--- src/rtl/fsk_byte_rx.sv ---
// FSK byte receiver: turns offset-free FSK samples into UART-style bytes.
// A zero-crossing half-period detector recovers the mark/space bit stream
// (RXD). A frame engine then locks onto the start bit, samples each bit near
// its centre, and reports each received byte with an ok or error pulse.
module fsk_byte_rx #(
    parameter int SPB = 64,   // sample strobes per bit (even, 8..255)
    parameter int TH  = 6     // half-period length separating mark from space
) (
    input  logic        clk,
    input  logic        res,
    input  logic        ce_Fd,
    input  logic [11:0] DFSK_SH,
    output logic        RXD,
    output logic        ce_rx_bit,
    output logic        en_rx,
    output logic [7:0]  rx_dat,
    output logic        ok_rx,
    output logic        err_rx,
    output logic        no_car
);

    localparam logic [7:0] TH_L      = 8'(TH);
    localparam logic [7:0] HALF_LAST = 8'(SPB / 2 - 1);
    localparam logic [7:0] BIT_LAST  = 8'(SPB - 1);
    localparam logic [7:0] HP_MAX    = 8'hFF;

    typedef enum logic [1:0] {
        IDLE,
        START,
        DATA,
        STOP
    } state_t;

    // Demodulator state
    logic       w_sign;
    logic       w_unused;
    logic       r_sign;
    logic [7:0] r_hpCnt;
    logic       r_rxd;
    logic       r_noCar;

    // Frame engine state
    state_t     r_state;
    state_t     w_stateNext;
    logic [7:0] r_cb;
    logic [7:0] w_cbNext;
    logic [3:0] r_bitN;
    logic [3:0] w_bitNNext;
    logic [7:0] r_shift;
    logic [7:0] w_shiftNext;
    logic       r_armed;
    logic       w_armedNext;
    logic       r_enRx;
    logic       w_enRxNext;
    logic [7:0] r_rxDat;
    logic [7:0] w_rxDatNext;
    logic       r_bitPulse;
    logic       w_bitPulse;
    logic       r_okPulse;
    logic       w_okPulse;
    logic       r_errPulse;
    logic       w_errPulse;

    // Only the sign of the sample matters to a zero-crossing detector.
    assign w_sign   = DFSK_SH[11];
    assign w_unused = ^DFSK_SH[10:0];

    // Half-period measurement: a crossing closes the current half-period and
    // classifies it as mark (short) or space (long); a long silence with no
    // crossing means the carrier is gone and the bit decision is frozen.
    always_ff @(posedge clk) begin
        if (res) begin
            r_sign  <= 1'b0;
            r_hpCnt <= 8'd0;
            r_rxd   <= 1'b1;
            r_noCar <= 1'b0;
        end else if (ce_Fd) begin
            if (w_sign != r_sign) begin
                r_rxd   <= (r_hpCnt < TH_L);
                r_hpCnt <= 8'd1;
                r_noCar <= 1'b0;
                r_sign  <= w_sign;
            end else if (r_hpCnt != HP_MAX) begin
                r_hpCnt <= r_hpCnt + 8'd1;
                if (r_hpCnt == HP_MAX - 8'd1) begin
                    r_noCar <= 1'b1;
                end
            end
        end
    end

    // Frame engine next-state logic: hunt for a start edge once the line has
    // been seen idle (armed), confirm the start bit at its centre, then sample
    // the data and stop bits one bit period apart.
    always_comb begin
        w_stateNext = r_state;
        w_cbNext    = r_cb;
        w_bitNNext  = r_bitN;
        w_shiftNext = r_shift;
        w_armedNext = r_armed;
        w_enRxNext  = r_enRx;
        w_rxDatNext = r_rxDat;
        w_bitPulse  = 1'b0;
        w_okPulse   = 1'b0;
        w_errPulse  = 1'b0;

        if (r_noCar && (r_state != IDLE)) begin
            w_stateNext = IDLE;
            w_cbNext    = 8'd0;
            w_enRxNext  = 1'b0;
            w_armedNext = 1'b0;
        end else begin
            case (r_state)
                IDLE: begin
                    if (r_rxd) begin
                        w_armedNext = 1'b1;
                    end else if (r_armed) begin
                        w_stateNext = START;
                        w_cbNext    = 8'd0;
                    end
                end
                START: begin
                    if (r_cb == HALF_LAST) begin
                        w_bitPulse = 1'b1;
                        w_cbNext   = 8'd0;
                        if (!r_rxd) begin
                            w_stateNext = DATA;
                            w_enRxNext  = 1'b1;
                            w_bitNNext  = 4'd0;
                        end else begin
                            w_stateNext = IDLE;
                        end
                    end else begin
                        w_cbNext = r_cb + 8'd1;
                    end
                end
                DATA: begin
                    if (r_cb == BIT_LAST) begin
                        w_bitPulse  = 1'b1;
                        w_shiftNext = {r_rxd, r_shift[7:1]};
                        w_bitNNext  = r_bitN + 4'd1;
                        w_cbNext    = 8'd0;
                        if (r_bitN == 4'd7) begin
                            w_stateNext = STOP;
                        end
                    end else begin
                        w_cbNext = r_cb + 8'd1;
                    end
                end
                STOP: begin
                    if (r_cb == BIT_LAST) begin
                        w_bitPulse  = 1'b1;
                        w_cbNext    = 8'd0;
                        w_enRxNext  = 1'b0;
                        w_stateNext = IDLE;
                        if (r_rxd) begin
                            w_rxDatNext = r_shift;
                            w_okPulse   = 1'b1;
                        end else begin
                            w_errPulse  = 1'b1;
                            w_armedNext = 1'b0;
                        end
                    end else begin
                        w_cbNext = r_cb + 8'd1;
                    end
                end
                default: begin
                    w_stateNext = IDLE;
                    w_cbNext    = 8'd0;
                end
            endcase
        end
    end

    // Frame engine registers: advance only on sample strobes; the status
    // pulses last exactly one clock because any non-strobe cycle clears them.
    always_ff @(posedge clk) begin
        if (res) begin
            r_state    <= IDLE;
            r_cb       <= 8'd0;
            r_bitN     <= 4'd0;
            r_shift    <= 8'd0;
            r_armed    <= 1'b0;
            r_enRx     <= 1'b0;
            r_rxDat    <= 8'd0;
            r_bitPulse <= 1'b0;
            r_okPulse  <= 1'b0;
            r_errPulse <= 1'b0;
        end else if (ce_Fd) begin
            r_state    <= w_stateNext;
            r_cb       <= w_cbNext;
            r_bitN     <= w_bitNNext;
            r_shift    <= w_shiftNext;
            r_armed    <= w_armedNext;
            r_enRx     <= w_enRxNext;
            r_rxDat    <= w_rxDatNext;
            r_bitPulse <= w_bitPulse;
            r_okPulse  <= w_okPulse;
            r_errPulse <= w_errPulse;
        end else begin
            r_bitPulse <= 1'b0;
            r_okPulse  <= 1'b0;
            r_errPulse <= 1'b0;
        end
    end

    assign RXD       = r_rxd;
    assign no_car    = r_noCar;
    assign ce_rx_bit = r_bitPulse;
    assign en_rx     = r_enRx;
    assign rx_dat    = r_rxDat;
    assign ok_rx     = r_okPulse;
    assign err_rx    = r_errPulse;

endmodule

--- config.mk ---
export PLATFORM = sky130hd
export DESIGN_NAME = fsk_byte_rx
export DESIGN_NICKNAME = d
export VERILOG_FILES = /design/src/rtl/fsk_byte_rx.sv
export SDC_FILE = /design/constraint.sdc
export NUM_CORES = 1
export LEC_CHECK = 0
export ABC_AREA = 1
export CELL_PAD_IN_SITES_DETAIL_PLACEMENT = 1
export CELL_PAD_IN_SITES_GLOBAL_PLACEMENT = 2
export CORE_MARGIN = 3
export CORE_UTILIZATION = 32
export CTS_BUF_LIST = sky130_fd_sc_hd__clkbuf_4 sky130_fd_sc_hd__clkbuf_8
export DETAILED_ROUTE_END_ITERATION = 7
export GPL_TIMING_DRIVEN = 0
export PLACE_DENSITY_LB_ADDON = 0.1
export REMOVE_ABC_BUFFERS = 1
export SETUP_SLACK_MARGIN = 0.1
export SYNTH_ARGS = -nofsm -noshare
export SYNTH_HDL_FRONTEND = slang
export SYNTH_SLANG_ARGS = --single-unit
--- constraint.sdc ---
create_clock -name clk -period 2.15 [get_ports clk]
set_input_delay 0.43 -clock clk [delete_from_list [all_inputs] [get_ports clk]]
set_output_delay 0.43 -clock clk [all_outputs]
set_load 0.01 [all_outputs]
==> flow_summary.toml <==
[clock_tree]
clock-sinks = 46
root_buffer = "clkbuf_8"
cts.htree.levels = 2
cts_made_buffers = 5
cts_tree = "built"
path_clk_slew_ns = 0.10
cts_buffer_depth = 2
clock_latency_ns = 0.31

[global_routing]
grt_antenna_before_repair = 0
gr-total-overflow = 0
grt_max_degree = 26
grt_usage_pct = 15.64
grt_pass1_vias = 2239
grt_pass1_wl_um = 10870

[layout]
fin_area_um2 = 2820
n_fill_cell = 916
mostFrequentLayoutCell = "nor2_1"
nNetsFinal = 388
seq_area_um2 = 920.9
layoutNonFillerInstCount = 465
final_cell_mix = "nor2_1 (69), nand2_1 (58), dfxtp_1 (46)"
multi_input_area_um2 = 1365
diodes = 0
final_layout_size_suffix_gt1_share_pct = 10.93
area_delta_synth_final_pct = 15.23

[die]
die_h_um = 93.45
io_pins = 29
die_x_um = 93.45
coreArea_um2 = 7331
die_area_um2 = 8733
start_util_pct = 33.38
num_rows = 31

[route]
via_per_inst = 4.910
drtIter0Drc = 44
drt_wl_total_um = 6431
drtAntennaViolNets = 0
drc = 0
first_pass_iters = 4
vias = 2283
wl_per_cell_um = 13.83

[worst_hold_path]
min_path_cells = 2
min_path_type = "reg2reg"

[synthesis]
ys_seq_elements = 46
synth_edf_count = 0
syn_inst = 346
syn_area_um2 = 2447
synth_area_leaders = "dfxtp_1 (38%), nor2_1 (11%), nand2_1 (8.9%)"
synth.distinct_cells = 38
async_reset_ff_share_pct = 0
synthFlopType = "dfxtp_1"
yosysSeqAreaShare_pct = 37.63
avgSynthCellArea_um2 = 7.073
synth_top_area_share_pct = 37.63
yosys_warnings = 0
yosysTopAreaCell = "dfxtp_1"

[placement]
gp_congestion = 0.7579
place_area_um2 = 2699
dpl.cell_count = 454
port_buffers = 17
place_hpwl_um = 4659

[critical_path]
path_cells = "clkdlybuf4s15_1 -> inv_1 -> o21ai_2 -> o21ai_0 -> a21oi_1"
arrival_ns = 2.13
crit_path_end_kind = "flop"
required_ns = 2.39
worst-setup-path-type = "in2reg"
r2r.worst_path.cells = 9
cpMaxStageDelayCell = "clkdlybuf4s15_1"
cp-start-kind = "input pin"
cp_max_fo = 17
critPathMaxStageDelay_ns = 0.72

[power_and_ir_drop]
p_leak_nw = 1.125
peakVddDrop_mv = 0.3055
power.density_nw_per_um2 = 652.8

[sta]
period_needed_ns = 1.892
setup-violations-final = 0
finalCritPeriodShare_pct = 88.00
rsz0062_at_grt = "false"
relSlewSlack_pct = 43.35
fin_worst_skew_ns = 0.005646
finalHoldViolations = 0
clock.fmax_mhz = 528.5
slew_violations = 0
worstMarginPinSlew_ns = 0.8498

[run]
cap_violations = 0

[outcome]
status = "complete, no violations"
-- registers in the layout, indices dropped and copies added, names as in the netlist --
| name | flops |
|---|---|
| r_cb | 8 |
| r_hpCnt | 8 |
| r_shift | 8 |
| rx_dat | 8 |
| r_bitN | 4 |
| r_state | 2 |
| RXD | 1 |
| ce_rx_bit | 1 |
| en_rx | 1 |
| err_rx | 1 |
| no_car | 1 |
| ok_rx | 1 |
| r_armed | 1 |
| r_sign | 1 |
-- worst max-delay path, delay by kind of cell --
| kind | cells | cell delay, ns |
|---|---|---|
| compound gates | 3 | 0.72 |
| buf+inv | 2 | 0.96 |
-- per-layer routing --
layer | track usage, % | vias to the layer above | part of all wire (%)
li1 | - | 1175 | -
met1 | 19.41 | 1078 | 48
met2 | 27.46 | 23 | 49
met3 | 2.655 | 7 | 1.8
met4 | 4.762 | 0 | 1.3
met5 | 0 | - | 0
-- final timing paths --
path / startpoint / to / slack (ns)
worst max-delay path: ce_Fd / r_hpCnt[0]$_SDFFE_PP0P_ / 0.26
worst min-delay path: r_armed$_SDFFE_PP0P_ / r_armed$_SDFFE_PP0P_ / 0.48
worst max register to register: r_state[0]$_SDFFE_PP0P_ / r_shift[3]$_SDFFE_PP0P_ / 0.29
worst min register to register: r_armed$_SDFFE_PP0P_ / r_armed$_SDFFE_PP0P_ / 0.48
-- stage by stage --
| step | worst slack [ns] | TNS (ns) | utilization (%) | hold slack (ns) | power (mW) |
|---|---|---|---|---|---|
| global route | 0.1202 | 0 | 38.47 | 0.5031 | 1.964 |
| finish | 0.2580 | 0 | 38.47 | 0.4773 | 1.841 |
| floorplan | 0.6536 | 0 | - | 0.4329 | 1.181 |
| CTS | 0.1230 | 0 | 38.15 | 0.4794 | 1.876 |
| global placement | -0.7578 | -16.00 | 36.82 | 0.4492 | 1.297 |
| detailed placement | -0.7558 | -16.07 | 36.82 | 0.4636 | 1.297 |
-- power by group --
part	total, mW	switching [mW]	internal [mW]
clock	0.568	0.333	0.235
sequential	0.908	0.0304	0.878
combinational	0.365	0.244	0.121
-- what timing repair did --
| action | 4_1_cts | 5_1_grt |
|---|---|---|
| setup buffers | 0 | 3 |
| pin swaps | 0 | 1 |
| setup endpoints to repair | 30 | 10 |
| hold endpoints to repair | 0 | 0 |
| hold buffers | 0 | 0 |
| resized for setup | 5 | 1 |
-- cells by family after synthesis --
group	Yosys count	share of synthesized area [%]
flip-flops	46	37.63
AND/OR/NAND/NOR	191	36.71
AO/OA/AOI/OAI	55	12.17
buffers and inverters	39	6.595
adder cells (fa/ha/maj)	8	4.090
XOR/XNOR	7	2.812
-- Yosys cell counts, types with 2 or more instances --
cell type / n
inv_2: 5
nor3_4: 2
nor2_4: 2
nand4_1: 6
inv_1: 24
dfxtp_1: 46
xor2_1: 5
nor2_1: 69
nand2_2: 4
a21oi_1: 22
a31oi_1: 8
nor3_1: 11
ha_1: 8
o21ai_0: 19
nand3_1: 25
nand2_4: 4
clkbuf_1: 4
nor2_2: 5
nand2_1: 58
-- cell type report --
cell class / instances / share of cell area (%)
Multi-Input combinational cell: 261 / 48.40
Sequential cell: 46 / 32.65
Timing Repair Buffer: 20 / 6.877
Tap cell: 99 / 4.392
Inverter: 31 / 4.348
Clock buffer: 5 / 2.440
Clock inverter: 3 / 0.8873
Note: power is estimated with default switching activity, not from simulation.
